<file path="src/rtl/uart_cmd_ctrl.sv">
// Command-frame controller: assembles SYNC/ADDR/DHI/DLO/CSUM frames from the
// byte receiver and issues one config-register write per valid frame.
module uart_cmd_ctrl #(
    parameter logic [7:0]  SYNC_BYTE   = 8'h55,
    parameter int unsigned TIMEOUT_CYC = 521000
) (
    input  logic        clk,
    input  logic        rst_n,
    input  logic        rx_int,
    input  logic [7:0]  rx_data,
    input  logic        rx_en,
    output logic        cfg_we,
    output logic [3:0]  cfg_addr,
    output logic [15:0] cfg_wdata,
    output logic        frm_err,
    output logic [7:0]  err_cnt,
    output logic        busy
);

    localparam int unsigned TW = (TIMEOUT_CYC > 2) ? $clog2(TIMEOUT_CYC) : 1;

    typedef enum logic [2:0] {
        S_IDLE,
        S_ADDR,
        S_DHI,
        S_DLO,
        S_CSUM
    } state_t;

    state_t        state;
    logic          rx_int_q;
    logic          byte_stb;
    logic          csum_ok;
    logic [TW-1:0] tmo_cnt;
    logic [7:0]    addr_q;
    logic [7:0]    dhi_q;
    logic [7:0]    dlo_q;

    // rx_data is only valid in the strobe cycle, so all byte decisions use it directly here
    always_comb begin
        byte_stb = rx_int_q & ~rx_int;
        csum_ok  = (rx_data == (addr_q ^ dhi_q ^ dlo_q)) && (addr_q[7:4] == 4'd0);
    end

    always_ff @(posedge clk or negedge rst_n) begin
        if (!rst_n) begin
            state     <= S_IDLE;
            rx_int_q  <= 1'b0;
            tmo_cnt   <= '0;
            addr_q    <= 8'd0;
            dhi_q     <= 8'd0;
            dlo_q     <= 8'd0;
            cfg_we    <= 1'b0;
            cfg_addr  <= 4'd0;
            cfg_wdata <= 16'd0;
            frm_err   <= 1'b0;
            err_cnt   <= 8'd0;
            busy      <= 1'b0;
        end else begin
            rx_int_q <= rx_int;
            cfg_we   <= 1'b0;
            frm_err  <= 1'b0;

            if (!rx_en) begin
                // Disabled: abandon any partial frame silently
                state   <= S_IDLE;
                busy    <= 1'b0;
                tmo_cnt <= '0;
            end else if (state == S_IDLE) begin
                tmo_cnt <= '0;
                if (byte_stb && (rx_data == SYNC_BYTE)) begin
                    state <= S_ADDR;
                    busy  <= 1'b1;
                end
            end else if (byte_stb) begin
                // A byte arriving on the terminal count still wins over the timeout
                tmo_cnt <= '0;
                case (state)
                    S_ADDR: begin
                        addr_q <= rx_data;
                        state  <= S_DHI;
                    end
                    S_DHI: begin
                        dhi_q <= rx_data;
                        state <= S_DLO;
                    end
                    S_DLO: begin
                        dlo_q <= rx_data;
                        state <= S_CSUM;
                    end
                    S_CSUM: begin
                        state <= S_IDLE;
                        busy  <= 1'b0;
                        if (csum_ok) begin
                            cfg_we    <= 1'b1;
                            cfg_addr  <= addr_q[3:0];
                            cfg_wdata <= {dhi_q, dlo_q};
                        end else begin
                            frm_err <= 1'b1;
                            if (err_cnt != 8'hFF) err_cnt <= err_cnt + 8'd1;
                        end
                    end
                    default: begin
                        state <= S_IDLE;
                        busy  <= 1'b0;
                    end
                endcase
            end else if (tmo_cnt == TW'(TIMEOUT_CYC - 1)) begin
                state   <= S_IDLE;
                busy    <= 1'b0;
                tmo_cnt <= '0;
                frm_err <= 1'b1;
                if (err_cnt != 8'hFF) err_cnt <= err_cnt + 8'd1;
            end else begin
                tmo_cnt <= tmo_cnt + TW'(1);
            end
        end
    end

endmodule

</file>
<file path="config.mk">
export PLATFORM = sky130hd
export DESIGN_NAME = uart_cmd_ctrl
export DESIGN_NICKNAME = d
export VERILOG_FILES = /design/src/rtl/uart_cmd_ctrl.sv
export SDC_FILE = /design/constraint.sdc
export NUM_CORES = 1
export LEC_CHECK = 0
export ABC_AREA = 1
export CAP_MARGIN = 20
export CORE_MARGIN = 2
export CORE_UTILIZATION = 25
export CTS_BUF_LIST = sky130_fd_sc_hd__clkbuf_4 sky130_fd_sc_hd__clkbuf_8
export DETAILED_ROUTE_END_ITERATION = 12
export HOLD_SLACK_MARGIN = 0.05
export MAX_ROUTING_LAYER = met4
export SYNTH_ARGS = -nofsm -noshare
export SYNTH_HDL_FRONTEND = slang
export SYNTH_SLANG_ARGS = --single-unit
</file>
<file path="constraint.sdc">
create_clock -name clk -period 2.25 [get_ports clk]
set_input_delay 0.5625 -clock clk [delete_from_list [all_inputs] [get_ports clk]]
set_output_delay 0.5625 -clock clk [all_outputs]
set_load 0.005 [all_outputs]
</file>
== After elaboration in Yosys (flattened, before gate mapping) ==
Cells that the tools add are included.

* Input bits: 12
* Bits in registers: 78
* Logic and storage cells: 77
* Output and inout bits: 31

* Reduce and logical (&&, ||, !) cells: 13
* Bitwise operators: 5
* Add/subtract/negate cells: 2
* Muxes and demuxes: 32
* Eq/ne operators: 13

{| class="wikitable"
|+ Operators with widths
! operator !! number
|-
| $mux 19 || 4
|-
| $mux 8 || 5
|-
| $add 19x1->19 const B || 1
|-
| $eq 19x19->1 const B || 1
|-
| $mux 1 || 17
|-
| $xor 8x8->8 || 2
|-
| $mux 3 || 5
|-
| $reduce_and 4->1 || 3
|-
| $reduce_and 5->1 || 2
|-
| $pmux 3 s3 || 1
|-
| $add 8x1->8 const B || 1
|-
| $eq 8x7->1 const B || 1
|-
| $eq 8x8->1 || 1
|-
| $ne 8x8->1 const B || 1
|-
| $eq 3x2->1 const B || 2
|-
| $logic_not 4->1 || 1
|-
| $ne 4x1->1 const B || 1
|-
| $ne 4x3->1 const B || 1
|-
| $eq 3x1->1 const B || 1
|-
| $eq 3x3->1 const B || 1
|-
| $logic_not 3->1 || 1
|-
| $ne 3x2->1 const B || 1
|-
| $reduce_and 3->1 || 1
|-
| $reduce_or 3->1 || 1
|-
| other kinds (7) || 9
|}

== Depth between registers and ports, before layout ==
Gate-level depths: netlist of the first run.

* Depth after elaboration: 9
* Depth in mapped cells: 17
* Gate-level depth less buffers: 16

== Worst setup path before layout of the first run ==
OpenSTA, ideal clock, no wires.

* Path kind: register to register
* Start: register err_cnt[0]
* End: register err_cnt[2]
* Period minus slack after synthesis: 1.772 ns
* Required time: 2.129 ns
* Path buffers: 0
* Arrival: 1.651 ns
* Cell stages (with the launch flop): 8
* Path slack: 0.478 ns
* Library setup time: 0.121 ns
* Cells stage by stage: dfrtp_1 > ha_1 > nand3_1 > nor3b_2 > a31oi_1 > nand4_4 > nand2_1 > nand2_1

* Word-level cells in the longest chain between the ends: 5
* Elaborated cells on any way between the ends: 7
* Those cells by class: 1 x add/sub; 1 x eq/ne; 5 x mux

{| class="wikitable"
|+ Ends and longest elaborated chain
! item !! RTL line !! RTL
|-
| from (decl) || 16 || <nowiki>output logic [7:0] err_cnt,</nowiki>
|-
| from (signal assigned) || 100 || <nowiki>if (err_cnt != 8'hFF) err_cnt <= err_cnt + 8'd1;</nowiki>
|-
| from (signal assigned) || 113 || <nowiki>if (err_cnt != 8'hFF) err_cnt <= err_cnt + 8'd1;</nowiki>
|-
| $add 8x1->8 / $ne 8x8->1 (equally long branches) || 100, 113 ||
|-
| $mux 8 (*) || 100, 113 ||
|-
| $mux 8 || 94 || <nowiki>if (csum_ok) begin</nowiki>
|-
| $mux 8 || 78 || <nowiki>case (state)</nowiki>
|-
| $mux 8 (*) || 75 || <nowiki>end else if (byte_stb) begin</nowiki>
|}

Every way passes the cells marked *; elsewhere a longest branch is shown, timed or not. The select of a mux whose other input is x is not followed.
A chain may end at the register's enable or synchronous reset.

== Worst setup path after layout of the first run ==
* Start: input port rx_data[0]
* End: register err_cnt[2]

* Word-level cells in the longest chain between the ends: 4

{| class="wikitable"
|+ Ends and longest elaborated chain
! item !! RTL line !! RTL
|-
| from (decl) || 10 || <nowiki>input logic [7:0] rx_data,</nowiki>
|-
| $eq 8x8->1 || 42 || <nowiki>csum_ok = (rx_data == (addr_q ^ dhi_q ^ dlo_q)) && (addr_q[7:4] == 4'd0);</nowiki>
|-
| $logic_and 1x1->1 || 42 ||
|-
| $ne 2x2->1 (no source line) || -- ||
|-
| $reduce_and 5->1 (no source line) || -- ||
|}

Every way passes these cells.

==> run summary, run 1 <==
Tightest Pin Transition: 0.435 ns
Post CTS Setup Buffer Count: 0
Leak: 2.22 nW
Synth top area share: 50.5%
DIE AREA: 0.0165 mm2
hold_buf cts: 0
Die Span Y: 128 um
post-CTS sizing: 0
routability cong.: 0.809
sequential share of the synthesized area: 50.5%
Crit-path slowest cell: clkdlybuf4s50_1
ratio of cells with drive above 1 in the final layout: 15.4%
EDFF count, synth: 0
peak supply drop: 0.326 mV
Synth area leaders: dfrtp_1 (50%), nand2_1 (13%), inv_1 (4.9%)
CP Launch Type: primary input
initial antenna violation count: 0
largest family of logic cells by synthesized area: simple AND/OR/NAND/NOR gates
syn_nets: 485
max_cap viols: 0
XOR/XNOR Fraction of Synth Area: 2.94%
H-tree levels: 3
Initial Util: 25.5%
Top Ports: 43
Cell Pwr Density: 763 mW/mm2
global-route wire length before repair: 15000 um
drt via density: 4.47
RSZ-0062 raised after global routing: false
critical path peak fanout: 9
Synth Area in Adders: 0.647%
synthesized flop and latch total: 78
Mapped Cells: 471
storage element area: 0.00195 mm2
status: finished, final reports clean
Wirelength per Cell: 12.1 um
Hold Path Class: primary input to asynchronous set/reset pin
Fin Setup TNS: 0 ns
antenna viol nets, final: 0
Final Slew Violations: 0
count leader, synth: nand2_1
Synth Area per Inst: 8.21 um2
worst relative slew slack: 71.0%
Core Box Area: 0.0151 mm2
vias: 3256
# clock sinks: 78
ys flop type: dfrtp_1
fin nets: 550
Root Buffer: clkbuf_8
worst slack, placed: -0.0981 ns
crit path kind: primary input to flop
crit-path cells: clkdlybuf4s50_1 -> inv_2 -> nand2_2 -> nand2_1 -> nand2_1 -> o21ai_1 -> nor2_1 -> nand2_1 -> nor2_2 -> nand2_1 -> nand2_1 -> nand2_1 -> nand4_1 -> nand2_1
post-DP HPWL: 6310 um
ANT cells: 0
max incr delay on CP: 0.51 ns
synth warn: 0
Distinct cells, synth: 34
cell mode on critical path: nand2_1
total grt overflow: 0
drt drc: 0
clk_lat worst skew: 0.35 ns
fraction of registers with async set/reset: 100%
largest area contributor in the netlist: dfrtp_1
WP data arrival: 2.22 ns
first drt pass iteration count: 5
vias in the first global route: 3144
Worst setup EP type: flop
Simple-Gate Fraction of Synth Area: 28.5%
Final min period: 1.98 ns
synthesized area: 0.00387 mm2
clk_skew: 0.0143 ns
required time of the worst setup path: 2.49 ns
row count: 45
largest net degree at the start of global routing: 79
final core occ: 31.7%
Iteration-0 DRC Markers: 182
final hold violations: 0
Longest Clk Path Bufs: 2
post-synthesis compound-gate area fraction: 9.93%
worst setup margin: 0.271 ns
number of fill cells in the layout: 1539
TritonCTS Buffers: 9
synth cell count leaders: nand2_1 (135), dfrtp_1 (78), inv_1 (50), o21ai_0 (37), nor2_1 (32)
CTS tree: built
Die W: 128 um
mux contribution to synthesized area: 0%
Design Power: 3.66 mW
Peak Freq: 505 MHz
setup violators final: 0
IO Port Bufs: 42
Clock transition at path regs: 0.07 ns
final WL: 8810 um
Multi-input gate area: 0.00163 mm2
Tot GR Track Use: 11.7%
P&R area growth vs syn: 24.1%
fin crit share: 88.0%
==> state kept, by name, summed over array words and instances, names as in the netlist <==
register,cells
err_cnt,8
dhi_q,8
addr_q,8
tmo_cnt,19
dlo_q,8
busy,1
rx_int_q,1
state,3
frm_err,1
cfg_we,1
cfg_addr,4
cfg_wdata,16
==> where the power goes <==
part / internal, mW / switching, mW / total (mW)
Clock: 0.442 / 0.485 / 0.926
Sequential: 1.58 / 0.177 / 1.76
Combinational: 0.404 / 0.573 / 0.978
Total: 2.43 / 1.24 / 3.66
==> cell families (layout without fill, tap and decap cells) <==
kind of cell / after synthesis / in the layout
simple gates: 243 / 243
buf+inv: 69 / 138
xor+xnor: 13 / 13
compound gates: 66 / 66
fa+ha+maj: 2 / 2
flops: 78 / 78
==> path summary, 6_finish.rpt <==
path	from	endpoint	slack [ns]	cells after the start
worst max-delay path	rx_data[0]	err_cnt[2]$_DFFE_PN0P_	0.27	14
worst min-delay path	rst_n	cfg_addr[0]$_DFFE_PN0P_	0.22	2
worst max register to register	tmo_cnt[0]$_DFF_PN0_	busy$_DFFE_PN0P_	0.41	9
worst min register to register	tmo_cnt[0]$_DFF_PN0_	tmo_cnt[0]$_DFF_PN0_	0.47	1
max in group asynchronous	rst_n	err_cnt[7]$_DFFE_PN0P_	1.67	2
min in group clk	tmo_cnt[0]$_DFF_PN0_	tmo_cnt[0]$_DFF_PN0_	0.47	1
==> metal layers <==
metal	share of wire, %	global-route usage (%)
met2	48	19.1
met3	4.4	3.24
met5	0	-
met1	47	14.6
met4	0.64	2.59
==> cell type report <==
cell class | count | area share, %
clock buffers | 13 | 3.21
inverters | 61 | 4.77
flip-flops and latches | 78 | 40.7
clock inverters | 2 | 0.209
well taps | 188 | 4.90
multi-input cells | 324 | 33.9
repair buffers | 62 | 12.4
==> critical path, delay by kind of cell <==
kind            cells  cell delay (ns)
simple gates       11             1.02
buf+inv             2             0.56
compound gates      1             0.06
==> cells in the final DEF, fill, tap and decap left out, drive strengths merged <==
cell type,n
nand2,149
dfrtp,78
inv,61
o21ai,48
nor2,42
clkdlybuf4s50,41
nand3,31
buf,21
nand4,14
clkbuf,13
a21oi,10
xor2,9
nor3,5
xnor2,4
a31oi,3
o31ai,2
ha,2
clkinv,2
nor4,1
a211oi,1
o21a,1
nor3b,1
o211ai,1
==> through the flow <==
| step | hold WS [ns] | std cells | area (um2) |
|---|---|---|---|
| 2_1_floorplan | 0.267 | 471 | 3870 |
| 5_1_grt | 0.261 | 728 | 4800 |
| 3_3_place_gp | 0.448 | 713 | 4640 |
| 6_report | 0.221 | 728 | 4800 |
| 4_1_cts | 0.246 | 728 | 4800 |
| 3_5_place_dp | 0.446 | 713 | 4640 |
(Power assumes the default switching activity.)
==> run 2: changes to the inputs <==
Settings changed: CTS_CLUSTER_SIZE set to 30.
==> results of run 2 <==
The final DEF is identical to that of run 1; final timing and power are the same.
==> run 3: changes to the inputs <==
Settings changed: GPL_TIMING_DRIVEN set to 0, PLACE_DENSITY_LB_ADDON set to 0.12.
==> run 3 against run 2 <==
Net effect:
- worst hold slack got worse by 0.17 ns
- sequential share of layout area increased by 0.29 points
- combinational power shrank 2.8%
- critical path depth decreased by 4
- design area decreased by 0.70%
- critical path type unchanged
- highest routed layer unchanged
==> run summary, run 3 (same netlist as run 1, synthesis figures left out) <==
status: finished, final reports clean
Peak Freq: 449 MHz
ANT cells: 0
Root Buffer: clkbuf_8
most common cell after layout, fill and taps aside: nand2_1
DIE AREA: 0.0165 mm2
CP Launch Type: primary input
worst slack, placed: -0.365 ns
# clock sinks: 78
Cell Pwr Density: 806 mW/mm2
vias: 3194
total grt overflow: 0
TritonCTS Buffers: 9
hold_buf cts: 0
antenna viol nets, final: 0
Longest Clk Path Bufs: 2
vias in the first global route: 3181
required time of the worst setup path: 2.50 ns
max reg flops: 19
Die Span Y: 128 um
final core occ: 31.5%
fin nets: 539
drt drc: 0
clk_skew: 0.0102 ns
Post CTS Setup Buffer Count: 0
Initial Util: 25.5%
IO Port Bufs: 42
drt via density: 4.45
Leak: 2.19 nW
peak supply drop: 0.252 mV
setup violators final: 0
CTS tree: built
RR Startpoint: tmo_cnt[0]$_DFF_PN0_
global-route wire length before repair: 16400 um
Fin Setup TNS: 0 ns
first drt pass iteration count: 4
worst setup margin: 0.0221 ns
WP data arrival: 2.48 ns
fin crit share: 99.0%
number of fill cells in the layout: 1612
routability cong.: 0.810
Die W: 128 um
Iteration-0 DRC Markers: 167
Top reg by flops: tmo_cnt
clk_lat worst skew: 0.38 ns
Tot GR Track Use: 13.4%
critical path peak fanout: 10
Multi-input gate area: 0.00163 mm2
post-DP HPWL: 6880 um
Clock transition at path regs: 0.08 ns
row count: 45
Hold Path Class: primary input to asynchronous set/reset pin
Worst setup EP type: flop
Final min period: 2.23 ns
Largest regs: tmo_cnt x19, cfg_wdata x16
ratio of cells with drive above 1 in the final layout: 13.8%
storage element area: 0.00195 mm2
crit path kind: primary input to flop
final WL: 9950 um
RSZ-0062 raised after global routing: true
P&R area growth vs syn: 23.2%
max_cap viols: 0
Core Box Area: 0.0151 mm2
largest net degree at the start of global routing: 64
most frequent cells in the layout: nand2_1 (135), dfrtp_1 (78), inv_1 (50)
Wirelength per Cell: 13.9 um
worst relative slew slack: 63.9%
crit path from: rx_int
initial antenna violation count: 0
Top Ports: 43
Tightest Pin Transition: 0.540 ns
H-tree levels: 3
final hold violations: 0
Final Slew Violations: 0
run 3: cell count changes in the layout (fill, tap and decap cells not counted), sizes merged:
| cell | change |
|---|---|
| bufinv | +1 |
| dlymetal6s2s | +1 |
| clkdlybuf4s50 | -1 |
| clkinv | -1 |
| buf | -12 |
| clkinvlp | +1 |
run 3: layer usage:
metal	part of all wire [%]	global-route usage, %	wire [um]	up-vias
met4	1.0	3.10	101	0
li1	-	-	-	1620
met5	0	-	0	-
met2	46	21.0	4530	53
met3	3.9	3.95	391	6
met1	50	17.1	4930	1515
run 3: area by class of cell:
type / instances / area share (%)
buffer: 8 / 1.29
clock buffer: 12 / 3.47
clock inverter: 3 / 0.893
inverter: 61 / 4.80
multi-input combinational: 324 / 34.3
sequential: 78 / 41.0
tap: 188 / 4.94
timing repair buffer: 43 / 9.40
run 3: worst paths after layout:
path | slack [ns] | depth (start not counted) | to
max in group asynchronous | 1.60 | 2 | dlo_q[5]$_DFFE_PN0P_
min | 0.05 | 1 | cfg_wdata[11]$_DFFE_PN0P_
min in group clk | 0.47 | 1 | tmo_cnt[0]$_DFF_PN0_
max reg2reg | 0.34 | 8 | err_cnt[6]$_DFFE_PN0P_
min reg2reg | 0.47 | 1 | tmo_cnt[0]$_DFF_PN0_
max | 0.02 | 10 | dlo_q[7]$_DFFE_PN0P_
run 3: worst max-delay path: stages:
cell and delay (ns):
clkdlybuf4s50_1 0.49, nor2_4 0.16, inv_1 0.14, nor2_2 0.16, inv_1 0.07, nor2_1 0.12
nand2_1 0.31, buf_2 0.32, nand2_1 0.07, o21ai_0 0.07
run 3: per-stage QoR:
step                      hold WS (ns)  instances  power, mW  cell area [um2]
after CTS                       0.0508        717       3.91             4760
after floorplan                  0.267        471       2.40             3870
after global placement           0.452        701       2.72             4520
final                           0.0506        717       3.84             4770
after detailed placement         0.455        702       2.74             4550
after global routing            0.0514        717       4.14             4770
run 3: power by group:
| part | total [mW] | internal, mW | leakage [nW] | switching (mW) |
|---|---|---|---|---|
| Sequential | 1.75 | 1.58 | 1.06 | 0.170 |
| Clock | 1.14 | 0.596 | 0.104 | 0.540 |
| Combinational | 0.951 | 0.380 | 1.02 | 0.571 |
run 3: what timing repair did:
| action | 4_1_cts | 5_1_grt |
|---|---|---|
| endpoints found under the hold margin | 0 | 0 |
| gates resized for setup | 0 | 6 |
| endpoints found under the setup margin | 0 | 44 |
